[config.mk]
export PLATFORM = sky130hd
export DESIGN_NAME = ps2_key_event
export DESIGN_NICKNAME = d
export VERILOG_FILES = /design/src/rtl/ps2_key_event_pkg.sv /design/src/rtl/ps2_key_event_rx.sv /design/src/rtl/ps2_key_event.sv
export SDC_FILE = /design/constraint.sdc
export NUM_CORES = 1
export LEC_CHECK = 0
export CAP_MARGIN = 0
export CORE_MARGIN = 3
export CORE_UTILIZATION = 45
export DETAILED_ROUTE_END_ITERATION = 16
export SLEW_MARGIN = 20
export SYNTH_ARGS = -nofsm -noshare
export SYNTH_HDL_FRONTEND = slang
export SYNTH_HIERARCHICAL = 1
export SYNTH_SLANG_ARGS = --single-unit
export TNS_END_PERCENT = 1
[constraint.sdc]
create_clock -name clk -period 8.7 [get_ports clk]
set_input_delay 1.74 -clock clk [delete_from_list [all_inputs] [get_ports clk]]
set_output_delay 1.74 -clock clk [all_outputs]
set_load 0.02 [all_outputs]
[src/rtl/ps2_key_event_pkg.sv]
// Shared constants, decoder state encoding and helper functions for the
// PS/2 keyboard front end.
package ps2_key_event_pkg;

  localparam logic [7:0] SC_BREAK  = 8'hF0;
  localparam logic [7:0] SC_EXT    = 8'hE0;
  localparam logic [7:0] SC_LSHIFT = 8'h12;
  localparam logic [7:0] SC_RSHIFT = 8'h59;
  localparam logic [7:0] SC_ENTER  = 8'h5A;
  localparam logic [7:0] ASC_ENTER = 8'h0D;
  localparam logic [7:0] ASC_NONE  = 8'h00;

  typedef enum logic [1:0] {
    DEC_IDLE    = 2'd0,
    DEC_BRK     = 2'd1,
    DEC_EXT     = 2'd2,
    DEC_EXT_BRK = 2'd3
  } dec_state_t;

  // True when the nine bits (8 data + parity) carry odd parity.
  function automatic logic odd_parity_ok(input logic [8:0] bits);
    odd_parity_ok = ^bits;
  endfunction

  // Scan code set 2 to ASCII; shift only affects letters.
  function automatic logic [7:0] scan_to_ascii(input logic [7:0] sc, input logic shift);
    logic [7:0] asc;
    logic       letter;
    letter = 1'b1;
    case (sc)
      8'h1C: asc = 8'h61;  8'h32: asc = 8'h62;  8'h21: asc = 8'h63;  8'h23: asc = 8'h64;
      8'h24: asc = 8'h65;  8'h2B: asc = 8'h66;  8'h34: asc = 8'h67;  8'h33: asc = 8'h68;
      8'h43: asc = 8'h69;  8'h3B: asc = 8'h6A;  8'h42: asc = 8'h6B;  8'h4B: asc = 8'h6C;
      8'h3A: asc = 8'h6D;  8'h31: asc = 8'h6E;  8'h44: asc = 8'h6F;  8'h4D: asc = 8'h70;
      8'h15: asc = 8'h71;  8'h2D: asc = 8'h72;  8'h1B: asc = 8'h73;  8'h2C: asc = 8'h74;
      8'h3C: asc = 8'h75;  8'h2A: asc = 8'h76;  8'h1D: asc = 8'h77;  8'h22: asc = 8'h78;
      8'h35: asc = 8'h79;  8'h1A: asc = 8'h7A;
      default: begin
        letter = 1'b0;
        case (sc)
          8'h45: asc = 8'h30;  8'h16: asc = 8'h31;  8'h1E: asc = 8'h32;  8'h26: asc = 8'h33;
          8'h25: asc = 8'h34;  8'h2E: asc = 8'h35;  8'h36: asc = 8'h36;  8'h3D: asc = 8'h37;
          8'h3E: asc = 8'h38;  8'h46: asc = 8'h39;
          8'h5A: asc = ASC_ENTER;
          8'h29: asc = 8'h20;
          default: asc = ASC_NONE;
        endcase
      end
    endcase
    if (letter && shift) begin
      scan_to_ascii = asc - 8'h20;
    end else begin
      scan_to_ascii = asc;
    end
  endfunction

endpackage

[src/rtl/ps2_key_event_rx.sv]
// PS/2 frame receiver: pin synchronisers, falling-edge sampling, frame checks
// and an inactivity timeout that abandons partial frames.
import ps2_key_event_pkg::*;

module ps2_rx #(
  parameter int TIMEOUT_CYC = 50000
) (
  input  logic       clk,
  input  logic       reset,
  input  logic       ps2_clk,
  input  logic       ps2_data,
  output logic       byte_stb,
  output logic [7:0] byte_data,
  output logic       err_stb
);

  localparam int            TW        = $clog2(TIMEOUT_CYC + 1);
  localparam logic [TW-1:0] TIMEOUT_V = TW'(TIMEOUT_CYC);

  logic [2:0]    clk_sync_r;   // [0] meta, [1] synced, [2] previous synced
  logic [1:0]    dat_sync_r;
  logic [3:0]    bit_cnt_r;
  logic [9:0]    frame_r;      // start, d0..d7, parity
  logic [TW-1:0] idle_cnt_r;
  logic          fall_s;
  logic          frame_ok_s;

  assign fall_s     = clk_sync_r[2] & ~clk_sync_r[1];
  assign frame_ok_s = (frame_r[0] == 1'b0) && odd_parity_ok(frame_r[9:1]) && (dat_sync_r[1] == 1'b1);

  // Two-flop synchronisers, idle-high after reset
  always_ff @(posedge clk) begin
    if (reset) begin
      clk_sync_r <= 3'b111;
      dat_sync_r <= 2'b11;
    end else begin
      clk_sync_r <= {clk_sync_r[1:0], ps2_clk};
      dat_sync_r <= {dat_sync_r[0], ps2_data};
    end
  end

  // Frame assembly, stop-bit check and partial-frame timeout
  always_ff @(posedge clk) begin
    if (reset) begin
      bit_cnt_r  <= 4'd0;
      frame_r    <= 10'd0;
      idle_cnt_r <= '0;
      byte_stb   <= 1'b0;
      byte_data  <= 8'h00;
      err_stb    <= 1'b0;
    end else begin
      byte_stb <= 1'b0;
      err_stb  <= 1'b0;
      if (fall_s) begin
        idle_cnt_r <= '0;
        if (bit_cnt_r == 4'd10) begin
          bit_cnt_r <= 4'd0;
          if (frame_ok_s) begin
            byte_stb  <= 1'b1;
            byte_data <= frame_r[8:1];
          end else begin
            err_stb <= 1'b1;
          end
        end else begin
          frame_r[bit_cnt_r] <= dat_sync_r[1];
          bit_cnt_r          <= bit_cnt_r + 4'd1;
        end
      end else if (bit_cnt_r != 4'd0) begin
        if (idle_cnt_r >= TIMEOUT_V) begin
          bit_cnt_r  <= 4'd0;
          idle_cnt_r <= '0;
        end else begin
          idle_cnt_r <= idle_cnt_r + TW'(1);
        end
      end else begin
        idle_cnt_r <= '0;
      end
    end
  end

endmodule

[src/rtl/ps2_key_event.sv]
// Keyboard front end: decodes make/break/extended scan codes into one ASCII
// event per key press and queues them for the game logic.
import ps2_key_event_pkg::*;

module ps2_key_event #(
  parameter int DEPTH       = 8,
  parameter int AW          = 3,
  parameter int TIMEOUT_CYC = 50000
) (
  input  logic       clk,
  input  logic       reset,
  input  logic       ps2_clk,
  input  logic       ps2_data,
  output logic       ev_valid,
  output logic [7:0] ev_data,
  input  logic       ev_ready,
  output logic [7:0] key_ascii,
  output logic       shift_held,
  output logic       overflow,
  output logic [7:0] err_count
);

  localparam logic [AW:0] DEPTH_V = (AW + 1)'(DEPTH);

  logic       rx_stb_s;
  logic       rx_err_s;
  logic [7:0] rx_byte_s;

  ps2_rx #(.TIMEOUT_CYC(TIMEOUT_CYC)) u_rx (
    .clk       (clk),
    .reset     (reset),
    .ps2_clk   (ps2_clk),
    .ps2_data  (ps2_data),
    .byte_stb  (rx_stb_s),
    .byte_data (rx_byte_s),
    .err_stb   (rx_err_s)
  );

  // Saturating frame error counter
  always_ff @(posedge clk) begin
    if (reset) begin
      err_count <= 8'h00;
    end else if (rx_err_s && (err_count != 8'hFF)) begin
      err_count <= err_count + 8'h01;
    end else begin
      err_count <= err_count;
    end
  end

  dec_state_t state_r, state_next_s;
  logic [7:0] make_ascii_s;
  logic       brk_match_s;
  logic       is_shift_s;
  logic [7:0] key_next_s;
  logic       shift_next_s;
  logic       push_s;
  logic [7:0] push_data_s;
  logic       push_r;
  logic [7:0] push_data_r;

  assign make_ascii_s = scan_to_ascii(rx_byte_s, shift_held);
  assign is_shift_s   = (rx_byte_s == SC_LSHIFT) || (rx_byte_s == SC_RSHIFT);
  // Release matches either case so a shift released first cannot strand the key
  assign brk_match_s  = (key_ascii != ASC_NONE) &&
                        ((scan_to_ascii(rx_byte_s, 1'b0) == key_ascii) ||
                         (scan_to_ascii(rx_byte_s, 1'b1) == key_ascii));

  // Decoder state register
  always_ff @(posedge clk) begin
    if (reset) begin
      state_r <= DEC_IDLE;
    end else begin
      state_r <= state_next_s;
    end
  end

  // Decoder next-state logic, advanced once per received byte
  always_comb begin
    state_next_s = state_r;
    if (rx_stb_s) begin
      case (state_r)
        DEC_IDLE: begin
          if (rx_byte_s == SC_BREAK) begin
            state_next_s = DEC_BRK;
          end else if (rx_byte_s == SC_EXT) begin
            state_next_s = DEC_EXT;
          end else begin
            state_next_s = DEC_IDLE;
          end
        end
        DEC_EXT: begin
          if (rx_byte_s == SC_BREAK) begin
            state_next_s = DEC_EXT_BRK;
          end else begin
            state_next_s = DEC_IDLE;
          end
        end
        DEC_BRK:     state_next_s = DEC_IDLE;
        DEC_EXT_BRK: state_next_s = DEC_IDLE;
        default:     state_next_s = DEC_IDLE;
      endcase
    end else begin
      state_next_s = state_r;
    end
  end

  // Decoder outputs: held key, shift level and event push request
  always_comb begin
    key_next_s   = key_ascii;
    shift_next_s = shift_held;
    push_s       = 1'b0;
    push_data_s  = ASC_NONE;
    if (rx_stb_s) begin
      case (state_r)
        DEC_IDLE: begin
          if (is_shift_s) begin
            shift_next_s = 1'b1;
          end else if ((make_ascii_s != ASC_NONE) && (make_ascii_s != key_ascii)) begin
            push_s      = 1'b1;
            push_data_s = make_ascii_s;
            key_next_s  = make_ascii_s;
          end else begin
            key_next_s = key_ascii;
          end
        end
        DEC_BRK: begin
          if (is_shift_s) begin
            shift_next_s = 1'b0;
          end else if (brk_match_s) begin
            key_next_s = ASC_NONE;
          end else begin
            key_next_s = key_ascii;
          end
        end
        DEC_EXT: begin
          if ((rx_byte_s == SC_ENTER) && (key_ascii != ASC_ENTER)) begin
            push_s      = 1'b1;
            push_data_s = ASC_ENTER;
            key_next_s  = ASC_ENTER;
          end else begin
            key_next_s = key_ascii;
          end
        end
        DEC_EXT_BRK: begin
          if ((rx_byte_s == SC_ENTER) && (key_ascii == ASC_ENTER)) begin
            key_next_s = ASC_NONE;
          end else begin
            key_next_s = key_ascii;
          end
        end
        default: key_next_s = key_ascii;
      endcase
    end else begin
      key_next_s = key_ascii;
    end
  end

  // Registered decoder outputs; the push stage sets the three-cycle event latency
  always_ff @(posedge clk) begin
    if (reset) begin
      key_ascii   <= ASC_NONE;
      shift_held  <= 1'b0;
      push_r      <= 1'b0;
      push_data_r <= ASC_NONE;
    end else begin
      key_ascii   <= key_next_s;
      shift_held  <= shift_next_s;
      push_r      <= push_s;
      push_data_r <= push_data_s;
    end
  end

  logic [7:0]    mem_r [DEPTH];
  logic [AW-1:0] rd_ptr_r, wr_ptr_r;
  logic [AW:0]   count_r, count_next_s;
  logic [AW-1:0] head_idx_s;
  logic          full_s, pop_s, push_ok_s;

  assign full_s     = (count_r == DEPTH_V);
  assign pop_s      = ev_ready && ev_valid;
  assign push_ok_s  = push_r && (!full_s || pop_s);
  assign head_idx_s = pop_s ? (rd_ptr_r + AW'(1)) : rd_ptr_r;

  // FIFO occupancy after this cycle's push/pop
  always_comb begin
    count_next_s = count_r;
    case ({push_ok_s, pop_s})
      2'b10:   count_next_s = count_r + (AW + 1)'(1);
      2'b01:   count_next_s = count_r - (AW + 1)'(1);
      default: count_next_s = count_r;
    endcase
  end

  // FIFO storage, pointers, registered head and sticky overflow
  always_ff @(posedge clk) begin
    if (reset) begin
      for (int i = 0; i < DEPTH; i++) begin
        mem_r[i] <= 8'h00;
      end
      rd_ptr_r <= '0;
      wr_ptr_r <= '0;
      count_r  <= '0;
      ev_valid <= 1'b0;
      ev_data  <= 8'h00;
      overflow <= 1'b0;
    end else begin
      if (push_ok_s) begin
        mem_r[wr_ptr_r] <= push_data_r;
        wr_ptr_r        <= wr_ptr_r + AW'(1);
      end
      if (pop_s) begin
        rd_ptr_r <= rd_ptr_r + AW'(1);
      end
      if (push_r && full_s && !pop_s) begin
        overflow <= 1'b1;
      end
      count_r  <= count_next_s;
      ev_valid <= (count_next_s != '0);
      if (count_next_s == '0) begin
        ev_data <= 8'h00;
      end else if (push_ok_s && (wr_ptr_r == head_idx_s)) begin
        ev_data <= push_data_r;
      end else begin
        ev_data <= mem_r[head_idx_s];
      end
    end
  end

endmodule
==> out/results.tsv <==
stage	metric	value	unit
sta	worst-slew-pin-transition	1.09	ns
synthesis	post_synthesis_net_count	797	
global_route	global_route.usage.total	0.186	
outcome	run_status	finished clean	
place	gp_congestion	0.870	
worst_setup_path	reg2reg_from	u_rx/byte_data[0]	
layout	design.final.nets	812	
worst_setup_path	setup.worst_path.start_class	primary input	
clocking	root_buf_cell	sky130_fd_sc_hd__clkbuf_16	
layout	layout-area-overhead-vs-synth	12.8	%
worst_setup_path	critPathCaptureType	flop	
global_route	vias_in_the_first_global_route	5753	
floorplan	die_area	19600	sq um
global_route	antenna_found_initial	0	
worst_setup_path	cp_data_required_time	9.06	ns
worst_setup_path	crit_path_top_delay_cell	sky130_fd_sc_hd__a21oi_1	
synthesis	synth_compound_gate_area_share	0.111	
clocking	max-clock-path-buffers	2	
synthesis	ys_seq_area_frac	0.469	
synthesis	synthMuxAreaShare	0.0773	
drt	route.detailed.wl_per_inst	17.2	um
floorplan	chipHeight	140	um
layout	fraction_of_layout_instances_using_a_drive_strength_above_1	0.104	
layout	antennaDiodeCount	0	
pwr	power.sequential.fraction	0.512	
pwr	power.share.switching	0.224	
synthesis	synth-async-reset-ratio	0	
sta	max_freq	226	MHz
synthesis	synth_top_cells_by_area	sky130_fd_sc_hd__edfxtp_1 24%, sky130_fd_sc_hd__dfxtp_1 23%, sky130_fd_sc_hd__and2_1 5.1%	
clocking	cts.reportedPaths.clkPinSlew	0.07	ns
place	port_buffers	31	
pwr	ratio_of_total_power_to_cell_area	169	nW/um^2
global_route	globalRoute.totalOverflow	0	
worst_hold_path	hold_path_startpoint	u_rx/dat_sync_r[0]	
pwr	share_of_total_power_in_the_clock_network	0.467	
worst_setup_path	worst-r2r-setup-slack	4.71	ns
synthesis	ys_ff_latch	157	
synthesis	cell_area_after_technology_mapping	8060	sq um
sta	slew_headroom	0.273	
worst_setup_path	critPathKind	primary input to flop	
clocking	post_cts_resized	0	
synthesis	synthCells	783	
drt	drt-pass1-iter-count	5	
worst_setup_path	timing.rr.end	key_ascii[0]	
drt	drt_drc_violations_left	0	
worst_setup_path	cp.arrival	4.79	ns
floorplan	rows	48	
synthesis	yosysMostFrequentCell	sky130_fd_sc_hd__dfxtp_1	
clocking	cts_buffers	17	
floorplan	initial_standard_cell_utilization_of_the_core	0.463	
pwr	vdd_ir_drop_max	0.163	mV
pwr	cellLeakagePower	3.35	nW
clocking	cts_post_setup_buffers_inserted	0	
flow_run	max_cap_violations	0	
pwr	total_power	0.00154	W
synthesis	synth_commonest_cells	93 x sky130_fd_sc_hd__dfxtp_1, 74 x sky130_fd_sc_hd__nor2_1, 66 x sky130_fd_sc_hd__and2_1	
clocking	clkLatencyLatePin	0.42	ns
sta	setup_total_negative_slack	0	ns
clocking	cts_tree	yes	
sta	setup_clock_skew_after_layout	0.0146	ns
synthesis	synthAdderAreaFrac	0.0149	
pwr	pwr-share-comb	0.021	
place	post-dp-hpwl	12500	um
clocking	cts_htree_levels	4	
drt	wirelength	17800	um
drt	routed_vias	5949	
floorplan	fp.dieW	140	um
drt	detailedRoute.firstIterationViolations	400	
worst_setup_path	critical_path_buf_inv_count	1	
sta	hold_viol	0	
pwr	net-switching-power	0.000344	W
global_route	grt_first_pass_wirelength	29600	um
sta	setup_viol	0	
sta	unrepaired_setup_endpoints_after_global_routing	false	
floorplan	core_area	17400	sq um
synthesis	synth.distinct_cells	89	
synthesis	syn_area_per_cell	10.3	sq um
drt	routed_via_density	5.74	
sta	final_period_minus_worst_setup_slack	4.43	ns
worst_setup_path	worst_path_dominant_cell_family	compound AO/OA/AOI/OAI gates	
synthesis	synth_top_family_by_area	simple AND/OR/NAND/NOR gates	
worst_hold_path	holdCritPathClass	flop to flop	
synthesis	synth-simple-area-share	0.240	
worst_setup_path	cp_slowest_stage_delay	0.51	ns
sta	timing.final.crit_share	0.509	
sta	slew_viol_final	0	
synthesis	ys_dominant_reg_cell	sky130_fd_sc_hd__dfxtp_1	
clocking	post_cts_hold_buffer_count	0	
worst_setup_path	crit_fanout	9	
pwr	internal-power	0.00119	W
worst_setup_path	reg2reg_depth	9	
worst_hold_path	worstHoldPathCells	1	
synthesis	synthXorXnorAreaFrac	0.0539	
worst_hold_path	timing.hold.worst_endpoint	u_rx/dat_sync_r[1]	
synthesis	number_of_flops_mapped_to_enable_cells_by_yosys	64	
global_route	maximum_number_of_pins_on_one_net_before_global_route_repair	38	
synthesis	yosysWarnings	6	
synthesis	synth_largest_type_area_fraction	0.238	
floorplan	top_level_ports	32	
sta	whs	0.406	ns
clocking	clock_sink_count	157	
drt	detail_route_antenna_nets	0	
synthesis	yosysTopAreaCell	sky130_fd_sc_hd__edfxtp_1	
worst_setup_path	path_cells	clkdlybuf4s50_1 -> nand2_1 -> nand4_1 -> nand2_1 -> ha_1 -> ha_1 -> a21o_1 -> a21oi_1 -> xnor2_1 -> nor2_1 -> xnor2_1 -> a21oi_1 -> o211a_1	
worst max path at each step:
| stage | to | depth (start not counted) | start | slack (ns) |
|---|---|---|---|---|
| 2_1_floorplan | ev_data[0] | 7 | ev_ready | 4.72 |
| 3_3_place_gp | ev_data[1] | 13 | ev_ready | 3.96 |
| 3_5_place_dp | ev_data[4] | 13 | ev_ready | 3.81 |
| 4_1_cts | ev_data[4] | 13 | ev_ready | 4.27 |
| 5_1_grt | ev_data[4] | 13 | ev_ready | 4.03 |
| 6_report | ev_data[4] | 13 | ev_ready | 4.27 |
worst register-to-register path: stages (launching register included):
cell,delay (ns)
sky130_fd_sc_hd__dfxtp_1,0.95
sky130_fd_sc_hd__or3b_2,0.52
sky130_fd_sc_hd__a2111oi_1,0.54
sky130_fd_sc_hd__a311o_2,0.24
sky130_fd_sc_hd__or4b_1,0.13
sky130_fd_sc_hd__mux2i_1,0.37
sky130_fd_sc_hd__o2111a_2,0.27
sky130_fd_sc_hd__nand3_1,0.13
sky130_fd_sc_hd__o21ai_2,0.48
sky130_fd_sc_hd__o221ai_1,0.22
layout make-up:
cell class                      count  area [sq um]
Inverter                           18          67.6
Sequential cell                   157          3780
Tap cell                          225           282
Timing Repair Buffer               38           358
Clock buffer                       19           464
Multi-Input combinational cell    566          4020
Clock inverter                     13           113
Fill cell                        1556          8330
routing by layer:
layer,track usage,vias to the layer above,routed length (um)
met5,0,-,0
met4,0.0546,0,227
met3,0.0361,18,670
met2,0.301,141,8450
met1,0.254,2903,8460
li1,-,2887,-
registers in the layout, summed over array words and instances, names as in the netlist, 2 cells and up:
signal           count
count_r              4
u_rx/bit_cnt_r       4
wr_ptr_r             3
u_rx/clk_sync_r      3
state_r              2
u_rx/byte_data       8
ev_data              8
u_rx/dat_sync_r      2
push_data_r          8
key_ascii            8
u_rx/idle_cnt_r     16
err_count            8
mem_r               64
rd_ptr_r             3
u_rx/frame_r        10
cell families (layout without fill, tap and decap cells):
group	count (synthesis)	after routing
XOR/XNOR	44	44
flip-flops	157	157
AO/OA/AOI/OAI	122	122
AND/OR/NAND/NOR	348	348
buffers and inverters	60	88
multiplexers	42	42
adder cells (fa/ha/maj)	9	9
other	1	1
through the flow:
stage / setup WS (ns) / utilization / area (sq um) / std cells
3_3_place_gp: 3.96 / 0.489 / 8510 / 1004
4_1_cts: 4.27 / 0.522 / 9090 / 1036
3_5_place_dp: 3.81 / 0.489 / 8510 / 1004
6_report: 4.27 / 0.522 / 9090 / 1036
5_1_grt: 4.03 / 0.522 / 9090 / 1036
2_1_floorplan: 4.72 / - / 8060 / 783
placed cells by master (no fill, tap or decap), types with 11 or more instances in the layout:
master | Yosys | final
sky130_fd_sc_hd__a21oi_1 | 26 | 26
sky130_fd_sc_hd__and2_1 | 66 | 66
sky130_fd_sc_hd__clkbuf_16 | 0 | 18
sky130_fd_sc_hd__clkdlybuf4s50_1 | 0 | 30
sky130_fd_sc_hd__dfxtp_1 | 93 | 93
sky130_fd_sc_hd__edfxtp_1 | 64 | 64
sky130_fd_sc_hd__inv_1 | 18 | 18
sky130_fd_sc_hd__mux2i_1 | 24 | 23
sky130_fd_sc_hd__mux4_2 | 16 | 16
sky130_fd_sc_hd__nand2_1 | 50 | 50
sky130_fd_sc_hd__nand2b_1 | 14 | 14
sky130_fd_sc_hd__nand3_1 | 17 | 17
sky130_fd_sc_hd__nand4_1 | 22 | 22
sky130_fd_sc_hd__nor2_1 | 74 | 74
sky130_fd_sc_hd__nor2b_1 | 11 | 11
sky130_fd_sc_hd__nor3_1 | 18 | 18
sky130_fd_sc_hd__o21ai_0 | 18 | 15
sky130_fd_sc_hd__xnor2_1 | 18 | 18
sky130_fd_sc_hd__xor2_1 | 22 | 21
power by group through the flow:
stage	sequential, W	clock [W]	combinational (W)
floorplan	0.000799	0	0.0000253
global placement	0.000803	0	0.0000319
detailed placement	0.000804	0	0.0000327
CTS	0.000787	0.000735	0.0000327
global route	0.000788	0.000766	0.0000356
finish	0.000787	0.000717	0.0000323
No activity file was read; power rests on OpenSTA's default activity.
